## src/rtl/timer_controller.sv

```systemverilog
// Button-driven sequencer for the countdown timer: edit / run / pause / ring
// state machine with up-button auto-repeat, buzzer drive and field blink.
//
// state | meaning
// EDIT  | timer stopped, select/up edit the current field, blink active
// RUN   | timer counting down
// PAUSE | timer stopped, value held, no edits
// RING  | timer expired, buzzer on until a button edge or ring timeout
module timer_controller #(
  parameter int unsigned HOLD_CYCLES   = 500,
  parameter int unsigned REPEAT_CYCLES = 100,
  parameter int unsigned BLINK_CYCLES  = 250,
  parameter int unsigned RING_CYCLES   = 10000
) (
  input  logic       clk,
  input  logic       reset,
  input  logic       btn_start,
  input  logic       btn_select,
  input  logic       btn_up,
  input  logic       timer_out,
  input  logic       timer_zero,
  output logic       timer_enable,
  output logic [1:0] timer_select,
  output logic       timer_increment,
  output logic       buzzer,
  output logic       blink,
  output logic [1:0] state
);

  localparam logic [1:0] SELECT_SEC  = 2'd0;
  localparam logic [1:0] SELECT_MIN  = 2'd1;
  localparam logic [1:0] SELECT_HOUR = 2'd2;

  localparam logic [31:0] CNT_MAX   = 32'hFFFF_FFFF;
  localparam logic [31:0] HOLD_TC   = 32'(HOLD_CYCLES - 1);
  localparam logic [31:0] REPEAT_TC = 32'(HOLD_CYCLES + REPEAT_CYCLES - 1);
  localparam logic [31:0] BLINK_TC  = 32'(BLINK_CYCLES - 1);
  localparam logic [31:0] RING_LIM  = 32'(RING_CYCLES);

  typedef enum logic [1:0] {
    EDIT  = 2'd0,
    RUN   = 2'd1,
    PAUSE = 2'd2,
    RING  = 2'd3
  } state_t;

  state_t      state_q, state_d;
  logic [1:0]  select_d;
  logic        inc_req;
  logic        prev_start, prev_select, prev_up;
  logic        start_edge, select_edge, up_edge;
  logic [31:0] hold_cnt, ring_cnt, blink_cnt, ring_inc;
  logic        hold_active, repeat_hit, ring_done;

  assign start_edge  = btn_start  & ~prev_start;
  assign select_edge = btn_select & ~prev_select;
  assign up_edge     = btn_up     & ~prev_up;

  // Auto-repeat is armed only by a real up edge, so a button held through
  // reset or carried into EDIT never repeats on its own.
  assign repeat_hit = hold_active & btn_up & ((hold_cnt == HOLD_TC) || (hold_cnt == REPEAT_TC));
  assign ring_inc   = (ring_cnt == CNT_MAX) ? CNT_MAX : ring_cnt + 32'd1;
  assign ring_done  = ring_inc >= RING_LIM;

  always_comb begin
    state_d  = state_q;
    select_d = timer_select;
    inc_req  = 1'b0;
    case (state_q)
      EDIT: begin
        if (start_edge && !timer_zero) state_d = RUN;
        else if (select_edge) begin
          case (timer_select)
            SELECT_SEC: select_d = SELECT_MIN;
            SELECT_MIN: select_d = SELECT_HOUR;
            default:    select_d = SELECT_SEC;
          endcase
        end
        else if (up_edge || repeat_hit) inc_req = 1'b1;
      end
      RUN: begin
        if (timer_out) state_d = RING;
        else if (start_edge) state_d = PAUSE;
      end
      PAUSE: begin
        if (start_edge && !timer_zero) state_d = RUN;
        else if (select_edge) state_d = EDIT;
      end
      RING: begin
        if (start_edge || select_edge || up_edge || ring_done) state_d = EDIT;
      end
      default: state_d = EDIT;
    endcase
  end

  always_ff @(posedge clk) begin
    if (reset) begin
      state_q         <= EDIT;
      timer_select    <= SELECT_SEC;
      timer_enable    <= 1'b0;
      timer_increment <= 1'b0;
      buzzer          <= 1'b0;
      blink           <= 1'b1;
      prev_start      <= 1'b1;
      prev_select     <= 1'b1;
      prev_up         <= 1'b1;
      hold_cnt        <= '0;
      hold_active     <= 1'b0;
      ring_cnt        <= '0;
      blink_cnt       <= '0;
    end else begin
      state_q         <= state_d;
      timer_select    <= select_d;
      timer_enable    <= (state_d == RUN) || (state_d == RING);
      buzzer          <= (state_d == RING);
      // Never two strobes back to back: the timer needs a low cycle between.
      timer_increment <= inc_req & ~timer_increment;
      prev_start      <= btn_start;
      prev_select     <= btn_select;
      prev_up         <= btn_up;

      if (state_q == EDIT && state_d == EDIT && up_edge) begin
        hold_cnt    <= '0;
        hold_active <= 1'b1;
      end else if (hold_active && btn_up && state_d == EDIT) begin
        if (hold_cnt == REPEAT_TC) hold_cnt <= 32'(HOLD_CYCLES);
        else if (hold_cnt != CNT_MAX) hold_cnt <= hold_cnt + 32'd1;
      end else begin
        hold_cnt    <= '0;
        hold_active <= 1'b0;
      end

      if (state_q == RING && state_d == RING) ring_cnt <= ring_inc;
      else ring_cnt <= '0;

      if (state_d != EDIT) begin
        blink     <= 1'b0;
        blink_cnt <= '0;
      end else if (state_q != EDIT || select_edge) begin
        blink     <= 1'b1;
        blink_cnt <= '0;
      end else if (blink_cnt == BLINK_TC) begin
        blink     <= ~blink;
        blink_cnt <= '0;
      end else begin
        blink_cnt <= blink_cnt + 32'd1;
      end
    end
  end

  assign state = state_q;

endmodule

```

## config.mk

```make
export PLATFORM = sky130hd
export DESIGN_NAME = timer_controller
export DESIGN_NICKNAME = d
export VERILOG_FILES = /design/src/rtl/timer_controller.sv
export SDC_FILE = /design/constraint.sdc
export NUM_CORES = 1
export LEC_CHECK = 0
export BUFFER_PORTS_ARGS = -buffer_cell sky130_fd_sc_hd__buf_2
export CAP_MARGIN = 40
export CORE_MARGIN = 2
export CORE_UTILIZATION = 42
export DETAILED_ROUTE_END_ITERATION = 6
export GPL_ROUTABILITY_DRIVEN = 0
export GPL_TIMING_DRIVEN = 0
export HOLD_SLACK_MARGIN = 0.1
export PLACE_DENSITY = 0.55
export REMOVE_ABC_BUFFERS = 1
export SYNTH_ARGS = -nofsm -noshare
export SYNTH_HDL_FRONTEND = slang
export SYNTH_SLANG_ARGS = --single-unit
```

## constraint.sdc

```tcl
create_clock -name clk -period 6.3 [get_ports clk]
set_clock_uncertainty 0.15 [all_clocks]
set_input_delay 1.26 -clock clk [delete_from_list [all_inputs] [get_ports clk]]
set_output_delay 1.26 -clock clk [all_outputs]
set_load 0.005 [all_outputs]
```

==> results.toml, run 1 <==
[clock_network]
cts_resized = 0
cts_root_buf = "sky130_fd_sc_hd__clkbuf_16"
cts_num_sinks = 107
cts_max_level = 3
cts_made_buffers = 9
cts_max_path_buffers = 2
post-cts-setup-buffers = 0
cts_hold_repair.buffers = 0
cts.reportedPaths.clkPinSlew_ps = 70
clock_latency_ps = 360
tritoncts = "built"

[floorplan]
io_pins = 15
core_area_um2 = 12200
floorplan.die.width_um = 116
number_of_standard_cell_rows_in_the_floorplan = 40
floorplan.initialDensity_pct = 43.4
die_height_um = 116
die_area_um2 = 13500

[pwr]
worst_ir_drop_vdd_v = 0.000195
power.leakage_nw = 2.24
power_density_nw_per_um2 = 223

[grt]
grt_max_degree = 50
first_global_vias = 3923
grt_usage_pct = 17.7
grt.overflow.total = 0
number_of_antenna_violations_at_the_first_check_in_global_routing = 0
first_pass_grt_wire_length_mm = 19.0

[routing]
remaining_drc_errors = 0
drt_iter0_markers = 235
num_vias = 4233
wire_per_inst_um = 13.6
totalWireLength_mm = 11.0
post_drt_via_cell_ratio = 5.23
postRouteAntennaNets = 0
drt_first_pass_iters = 4

[cells_and_area]
fillers = 1206
multi_input_area_um2 = 3030
final_cells = 810
final-seq-area_um2 = 2140
post-route-util_pct = 48.0
share_of_post_route_cells_with_drive_strength_above_1_pct = 9.81
antennaDiodeCount = 0
nNetsFinal = 648
flow.area_growth_from_synthesis_pct = 10.6

[synthesis]
ys_seq_area_share_pct = 40.6
synth_largest_type_area_fraction_pct = 40.6
synth-edff-count = 0
synth.avg_cell_area_um2 = 8.54
synth.largest_area_cell = "sky130_fd_sc_hd__dfxtp_1"
syn_inst = 618
ys_warn_count = 0
post_synth_main_area_contributors = "sky130_fd_sc_hd__dfxtp_1 (41%), sky130_fd_sc_hd__xor2_1 (6.3%), sky130_fd_sc_hd__nor2_1 (6.0%), sky130_fd_sc_hd__and3_1 (5.7%), sky130_fd_sc_hd__xnor2_1 (5.5%)"
postSynth.asyncResetShare_pct = 0
ys_seq_elements = 107
yosys_most_used_dff = "sky130_fd_sc_hd__dfxtp_1"
synth_area_um2 = 5280
post_synthesis_cell_type_count = 53

[setup_path]
required_time_of_the_critical_path_ps = 6400
critical_path.startpoint_type = "flip-flop"
end_kind = "flip-flop"
critical_path_peak_fanout = 49
crit_chain = "ha_1 > and3_1 > nand2_1 > nor4_1 > mux2_2 > nor4_2 > nand4_4 > a31o_2"
critPathBufInv = 0
critPathTopFamily = "simple AND/OR/NAND/NOR gates"
type_of_the_worst_setup_path = "flip-flop to flip-flop"
timing.critical_path.arrival_ps = 3810
critPathMaxStageDelay_ps = 620
crit_slowest_cell = "sky130_fd_sc_hd__nand4_4"

[placed_design]
io_buffer_count = 14
placed_cells_incl_taps = 794
preCtsSetupSlack_ps = 2540
dp_hpwl_mm = 7.66

[sta]
fmax_ghz = 0.270
finalMaxSlewViolations = 0
grt_setup_unrepaired = "no"
final.period_utilization_pct = 58.9
finalHoldViolations = 0
worstMarginPinSlew_ps = 877
rel_slew_slack_pct = 41.1
setup-tns-final_ps = 0
post-route-min-period_ps = 3710
hold_ws_ps = 332
setup_viol = 0
final.setup.worst_slack_ps = 2590

[outcome]
outcome = "finished, final reports clean"

[hold_path]
class_of_the_most_critical_hold_timing_path = "flip-flop to flip-flop"

[run]
max-cap-violations = 0
==> placed cells by master (no fill, tap or decap), types with 2 or more instances in the layout <==
master / n
sky130_fd_sc_hd__a21boi_1: 2
sky130_fd_sc_hd__a21oi_1: 12
sky130_fd_sc_hd__a31o_2: 2
sky130_fd_sc_hd__a31oi_1: 2
sky130_fd_sc_hd__a32oi_1: 2
sky130_fd_sc_hd__and3_1: 48
sky130_fd_sc_hd__and4_1: 9
sky130_fd_sc_hd__and4b_1: 2
sky130_fd_sc_hd__buf_2: 14
sky130_fd_sc_hd__buf_4: 2
sky130_fd_sc_hd__clkbuf_16: 9
sky130_fd_sc_hd__conb_1: 18
sky130_fd_sc_hd__dfxtp_1: 107
sky130_fd_sc_hd__ha_1: 4
sky130_fd_sc_hd__inv_1: 15
sky130_fd_sc_hd__inv_6: 4
sky130_fd_sc_hd__mux2_2: 3
sky130_fd_sc_hd__mux2i_1: 8
sky130_fd_sc_hd__nand2_1: 39
sky130_fd_sc_hd__nand2b_1: 3
sky130_fd_sc_hd__nand3_1: 31
sky130_fd_sc_hd__nand4_1: 25
sky130_fd_sc_hd__nor2_1: 84
sky130_fd_sc_hd__nor2b_1: 6
sky130_fd_sc_hd__nor3_1: 24
sky130_fd_sc_hd__nor3_2: 11
sky130_fd_sc_hd__nor3b_1: 2
sky130_fd_sc_hd__nor4_1: 25
sky130_fd_sc_hd__nor4_2: 2
sky130_fd_sc_hd__o211ai_1: 2
sky130_fd_sc_hd__o21ai_0: 8
sky130_fd_sc_hd__o31ai_1: 2
sky130_fd_sc_hd__or2_2: 6
sky130_fd_sc_hd__or3_1: 12
sky130_fd_sc_hd__or4_1: 6
sky130_fd_sc_hd__xnor2_1: 33
sky130_fd_sc_hd__xor2_1: 38
==> stage by stage <==
step / area, um^2 / power [W]
global placement: 5500 / 0.000762
detailed placement: 5550 / 0.000768
finish: 5840 / 0.00130
CTS: 5840 / 0.00132
global route: 5840 / 0.00136
floorplan: 5220 / 0.000745
==> report_power, final <==
part / total [W] / switching, W / leakage (nW) / internal, W
clock network: 0.000548 / 0.000271 / 0.136 / 0.000277
logic: 0.0000508 / 0.0000292 / 1.24 / 0.0000216
registers: 0.000700 / 0.0000126 / 0.870 / 0.000688
total: 0.00130 / 0.000313 / 2.24 / 0.000986
==> kinds of logic after synthesis <==
logic type	synth area share [%]
buffers and inverters	3.39
flip-flops	40.6
adder cells (fa/ha/maj)	0.948
AND/OR/NAND/NOR	36.1
XOR/XNOR	11.8
other	0.0711
AO/OA/AOI/OAI	5.00
multiplexers	2.16
==> final timing paths <==
path / cells after the start / startpoint / slack, ps / end
max: 8 / ring_cnt[0] / 2590 / blink
min: 2 / timer_select[1] / 330 / timer_select[1]
max reg2reg: 8 / ring_cnt[0] / 2590 / blink
min reg2reg: 2 / timer_select[1] / 330 / timer_select[1]
==> Yosys cell counts (all sizes together) (8+ instances only) <==
| master | n |
|---|---|
| dfxtp | 107 |
| nor2 | 84 |
| and3 | 48 |
| nand2 | 39 |
| xor2 | 38 |
| nor3 | 35 |
| xnor2 | 33 |
| nand3 | 31 |
| nand4 | 27 |
| nor4 | 27 |
| clkbuf | 17 |
| inv | 15 |
| a21oi | 12 |
| or3 | 12 |
| and4 | 9 |
| buf | 9 |
| mux2i | 8 |
| o21ai | 8 |
==> final cells by class <==
type	count	share of cell area (%)
Timing Repair Buffer	17	1.93
Tap cell	168	3.60
Multi-Input combinational cell	487	52.0
Inverter	15	0.965
Sequential cell	107	36.7
Clock inverter	6	0.922
Clock buffer	10	3.92
==> layer usage <==
metal	global-route usage, %	up-vias	wire, um
met2	26.7	44	4840
met4	5.87	0	185
met5	0	-	0
li1	-	2214	-
met1	24.6	1961	5570
met3	4.72	14	424
==> sequential cells by signal (all words and copies together), names as in the netlist <==
signal and flops:
prev_up 1, hold_cnt 32, timer_select 2, hold_active 1, blink_cnt 32, prev_select 1, state 2, buzzer 1
prev_start 1, blink 1, ring_cnt 32, timer_increment 1
==> worst register-to-register path, cell delays in order, from the launching register on <==
cell	delay, ps
sky130_fd_sc_hd__dfxtp_1	400
sky130_fd_sc_hd__ha_1	240
sky130_fd_sc_hd__and3_1	360
sky130_fd_sc_hd__nand2_1	290
sky130_fd_sc_hd__nor4_1	360
sky130_fd_sc_hd__mux2_2	380
sky130_fd_sc_hd__nor4_2	350
sky130_fd_sc_hd__nand4_4	620
sky130_fd_sc_hd__a31o_2	450
(Power assumes the default switching activity.)
==> run 2: changes to the inputs <==
clock period = 3.6 ns   (was 6.3 ns; I/O delays follow)
==> run 2 against run 1 <==
Sequential share of layout area is 0.56 points lower; global-route usage is 0.85 points higher; sequential power is 76% higher; clock-buffer cell count stayed put; first-iteration DRC count is 6.0% higher; power is 75% higher; design area is 1.5% higher; register-to-register slack worse by 2400 ps; critical endpoint is now hold_cnt[2]; largest cell class unchanged; highest routed layer unchanged.
==> results.toml, run 2 (synthesized netlist as in run 1, its figures left out) <==
[pwr]
worst_ir_drop_vdd_v = 0.000341
power_density_nw_per_um2 = 384
power.leakage_nw = 2.31

[cells_and_area]
antennaDiodeCount = 0
multi_input_area_um2 = 3100
final-seq-area_um2 = 2140
fillers = 1195
nNetsFinal = 652
flow.area_growth_from_synthesis_pct = 12.3
final_cells = 814
share_of_post_route_cells_with_drive_strength_above_1_pct = 10.4
most_frequent_standard_cell_in_the_layout_excluding_fill_and_tap_cells = "sky130_fd_sc_hd__dfxtp_1"
commonest_cells_after_routing_fill_and_taps_aside = "sky130_fd_sc_hd__dfxtp_1 (107), sky130_fd_sc_hd__nor2_1 (84), sky130_fd_sc_hd__and3_1 (48), sky130_fd_sc_hd__nand2_1 (39), sky130_fd_sc_hd__xor2_1 (38)"
top_regs = "blink_cnt: 32 flops, hold_cnt: 32 flops, ring_cnt: 32 flops"

[grt]
first_global_vias = 3990
grt_max_degree = 30
grt_usage_pct = 18.5
number_of_antenna_violations_at_the_first_check_in_global_routing = 0
grt.overflow.total = 0
first_pass_grt_wire_length_mm = 19.8

[routing]
wire_per_inst_um = 14.2
totalWireLength_mm = 11.6
drt_iter0_markers = 249
postRouteAntennaNets = 0
num_vias = 4325
post_drt_via_cell_ratio = 5.31
drt_first_pass_iters = 4
remaining_drc_errors = 0

[sta]
worstMarginPinSlew_ps = 879
hold_ws_ps = 332
rel_slew_slack_pct = 40.9
setup-tns-final_ps = 0
final.period_utilization_pct = 94.5
post-route-min-period_ps = 3400
setup_viol = 0
fmax_ghz = 0.294
finalMaxSlewViolations = 0
finalHoldViolations = 0
grt_setup_unrepaired = "no"

[clock_network]
cts_num_sinks = 107
cts_hold_repair.buffers = 0
tritoncts = "built"
cts.reportedPaths.clkPinSlew_ps = 70
cts_made_buffers = 9
cts_max_path_buffers = 2
clock_latency_ps = 360
cts_root_buf = "sky130_fd_sc_hd__clkbuf_16"
cts_max_level = 3

[floorplan]
die_area_um2 = 13500
io_pins = 15
floorplan.initialDensity_pct = 43.4
core_area_um2 = 12200
die_height_um = 116
number_of_standard_cell_rows_in_the_floorplan = 40
floorplan.die.width_um = 116

[hold_path]
hold-path-cell-count = 2
hold_path.startpoint = "timer_select[1]"
class_of_the_most_critical_hold_timing_path = "flip-flop to flip-flop"
whs_endpoint = "timer_select[1]"

[setup_path]
critPathMaxStageDelay_ps = 730
crit_chain = "nand4_2 > or4_1 > nor4_1 > mux2i_1 > nor3_4 > nand4_2 > and3_1"
critPathBufInv = 0
critical_path.startpoint_type = "flip-flop"
r2r_slack_ps = 200
worst_r2r_path_depth = 7
end_kind = "flip-flop"
type_of_the_worst_setup_path = "flip-flop to flip-flop"
critical-path-top-cell-by-count = "sky130_fd_sc_hd__nand4_2"
timing.critical_path.arrival_ps = 3500
regToRegStartpoint = "ring_cnt[8]"
reg_to_reg_end = "hold_cnt[2]"
crit_slowest_cell = "sky130_fd_sc_hd__or4_1"
critical_path_peak_fanout = 12
required_time_of_the_critical_path_ps = 3700
critPathTopFamily = "simple AND/OR/NAND/NOR gates"

[placed_design]
dp_hpwl_mm = 7.66
placed_cells_incl_taps = 794
io_buffer_count = 14

[outcome]
outcome = "finished, final reports clean"

[run]
max-cap-violations = 0
## run 2: changes by cell type in the layout (fill, tap and decap cells not counted), sizes merged
cell	change
nand4	+3
buf	+1
## run 2: metal layers
metal | vias up | share of wire, % | wire length (um) | global-route usage [%]
li1 | 2234 | - | - | -
met3 | 16 | 4.3 | 499 | 4.88
met1 | 2011 | 50 | 5820 | 26.0
met4 | 0 | 1.6 | 186 | 6.83
met2 | 64 | 44 | 5090 | 27.4
met5 | - | 0 | 0 | 0
## run 2: repair_timing
action	4_1_cts	5_1_grt
buffers inserted	1	0
gates resized for setup	4	0
setup endpoints to repair	49	0
## run 2: layout make-up
| class | instances | share of cell area (%) |
|---|---|---|
| Multi-Input combinational cell | 490 | 52.3 |
| Sequential cell | 107 | 36.1 |
| Clock buffer | 10 | 3.86 |
| Tap cell | 168 | 3.55 |
| Timing Repair Buffer | 18 | 2.24 |
| Inverter | 15 | 0.950 |
| Clock inverter | 6 | 0.908 |
## run 2: report_power, final
part	switching [W]	internal, W
combinational	0.0000529	0.0000380
clock	0.000475	0.000485
sequential	0.0000222	0.00120
## run 2: worst max-delay path by stage
stage                 start      endpoint  cells after the start
3_3_place_gp   hold_cnt[10]  hold_cnt[25]                      7
4_1_cts         ring_cnt[7]         blink                      7
5_1_grt         ring_cnt[7]  hold_cnt[27]                      7
6_report        ring_cnt[8]   hold_cnt[2]                      7
3_5_place_dp    ring_cnt[0]         blink                      8
2_1_floorplan  hold_cnt[10]  hold_cnt[25]                      7
## run 2: stage by stage
stage	setup slack, ps	total power, W	cell area (um^2)	utilization, %
floorplan	220	0.00130	5220	-
detailed placement	-144	0.00134	5550	45.7
global placement	-719	0.00133	5500	45.2
global route	10.6	0.00237	5930	48.7
finish	196	0.00228	5930	48.7
CTS	202	0.00231	5930	48.7
## run 2: tightest hold or removal path, stage by stage (launching register included)
cell	delay, ps
sky130_fd_sc_hd__dfxtp_1	330
sky130_fd_sc_hd__nand2_1	60
sky130_fd_sc_hd__a21oi_1	50
==> run 3: changes to the inputs <==
CORE_ASPECT_RATIO = 1.2   (was default)
CTS_BUF_LIST = sky130_fd_sc_hd__clkbuf_16   (was default)
==> run 3 against run 2 <==
Register-to-register slack better by 60 ps; combinational power decreased by 5.2%; sequential share of layout area up 0.18 points; power rose by 4.5%; fmax is 1.7% higher; via count decreased by 1.2%; design area shrank 0.51%; die area about the same; largest power group unchanged; critical path depth is 1 higher; cell count down 1.2%; clock power increased by 11%; first-iteration DRC count decreased by 5.2%.
==> results.toml, run 3 (synthesized netlist as in run 1, its figures left out) <==
[routing]
postRouteAntennaNets = 0
remaining_drc_errors = 0
drt_first_pass_iters = 4
totalWireLength_mm = 11.0
num_vias = 4271
drt_iter0_markers = 236
wire_per_inst_um = 13.7
post_drt_via_cell_ratio = 5.31

[floorplan]
number_of_standard_cell_rows_in_the_floorplan = 44
die_height_um = 127
io_pins = 15
floorplan.die.width_um = 106
core_area_um2 = 12200
floorplan.initialDensity_pct = 43.4
die_area_um2 = 13500

[setup_path]
critical_path.startpoint_type = "flip-flop"
required_time_of_the_critical_path_ps = 3690
type_of_the_worst_setup_path = "flip-flop to flip-flop"
timing.critical_path.arrival_ps = 3440
critical_path_peak_fanout = 24
end_kind = "flip-flop"

[pwr]
fin_total_pwr_w = 0.00238
worst_ir_drop_vdd_v = 0.000170
power.leakage_nw = 2.28
power_density_nw_per_um2 = 404

[clock_network]
cts.reportedPaths.clkPinSlew_ps = 70
tritoncts = "built"
cts_made_buffers = 9
cts_num_sinks = 107
clock_latency_ps = 350
cts_hold_repair.buffers = 0
cts_max_path_buffers = 2
cts_root_buf = "sky130_fd_sc_hd__clkbuf_16"
cts_max_level = 3

[grt]
grtUsageMet3_pct = 3.44
first_pass_grt_wire_length_mm = 18.8
grt.overflow.total = 0
grtUsageMet1_pct = 22.4
gr-max-usage-layer = "met2"
global_route.usage.met2_pct = 27.1
grt_usage_pct = 17.1
grt_max_degree = 30
first_global_vias = 4073
number_of_antenna_violations_at_the_first_check_in_global_routing = 0

[cells_and_area]
most_frequent_standard_cell_in_the_layout_excluding_fill_and_tap_cells = "sky130_fd_sc_hd__dfxtp_1"
nNetsFinal = 649
final_cells = 804
antennaDiodeCount = 0
top_regs = "blink_cnt: 32 flops, hold_cnt: 32 flops, ring_cnt: 32 flops"
flow.area_growth_from_synthesis_pct = 11.7
commonest_cells_after_routing_fill_and_taps_aside = "sky130_fd_sc_hd__dfxtp_1 (107), sky130_fd_sc_hd__nor2_1 (84), sky130_fd_sc_hd__and3_1 (48), sky130_fd_sc_hd__nand2_1 (38), sky130_fd_sc_hd__xor2_1 (38)"
share_of_post_route_cells_with_drive_strength_above_1_pct = 10.3

[sta]
setup_viol = 0
worstMarginPinSlew_ps = 866
finalMaxSlewViolations = 0
finalHoldViolations = 0
grt_setup_unrepaired = "no"
post-route-min-period_ps = 3350
rel_slew_slack_pct = 42.3
fmax_ghz = 0.299
final.period_utilization_pct = 93.0

[hold_path]
class_of_the_most_critical_hold_timing_path = "flip-flop to flip-flop"

[placed_design]
io_buffer_count = 14
dp_hpwl_mm = 7.60
placed_cells_incl_taps = 787

[outcome]
outcome = "finished, final reports clean"

[run]
max-cap-violations = 0
[run 3: power breakdown]
| part | total, W | switching (W) | internal [W] |
|---|---|---|---|
| combinational | 0.0000863 | 0.0000521 | 0.0000343 |
| sequential | 0.00123 | 0.0000226 | 0.00120 |
| clock | 0.00107 | 0.000451 | 0.000616 |
[run 3: critical path, cell delays in order, from the launching register on]
cell	delay, ps
sky130_fd_sc_hd__dfxtp_1	410
sky130_fd_sc_hd__ha_1	250
sky130_fd_sc_hd__and3_1	360
sky130_fd_sc_hd__nand2_2	200
sky130_fd_sc_hd__nor4_1	310
sky130_fd_sc_hd__mux2_2	390
sky130_fd_sc_hd__nor4_4	410
sky130_fd_sc_hd__nand4_4	440
sky130_fd_sc_hd__and3_1	300
[run 3: area by class of cell]
class / count / area (um^2)
clock buffer: 9 / 225
sequential: 107 / 2140
timing repair buffer: 17 / 100
clock inverter: 7 / 100
inverter: 15 / 56.3
multi-input combinational: 488 / 3070
tap: 161 / 201
fill: 1175 / 6270
[run 3: worst paths after layout]
path | from | endpoint | slack (ps) | cells after the start
setup / recovery | ring_cnt[0] | hold_cnt[22] | 250 | 8
hold / removal | prev_up | timer_increment | 330 | 1
setup reg to reg | ring_cnt[0] | hold_cnt[22] | 250 | 8
hold reg to reg | prev_up | timer_increment | 330 | 1
[run 3: layer usage]
| layer | wire, um | up-vias |
|---|---|---|
| li1 | - | 2228 |
| met1 | 5420 | 1980 |
| met2 | 4960 | 51 |
| met3 | 399 | 12 |
| met4 | 200 | 0 |
| met5 | 0 | - |
[run 3: through the flow]
step / util [%] / hold slack (ps) / cell area [um^2] / setup TNS [ps] / worst slack (ps)
floorplan: - / 277 / 5220 / 0 / 220
global placement: 45.1 / 310 / 5490 / -9430 / -670
detailed placement: 45.5 / 307 / 5530 / -2820 / -129
CTS: 48.4 / 320 / 5890 / 0 / 136
global route: 48.5 / 354 / 5900 / 0 / 64.6
finish: 48.5 / 334 / 5900 / 0 / 254
[run 3: what timing repair did]
| action | 4_1_cts | 5_1_grt |
|---|---|---|
| endpoints found under the setup margin | 47 | 6 |
| resized for setup | 2 | 2 |
| buffers inserted | 0 | 0 |
| gates cloned | 1 | 0 |
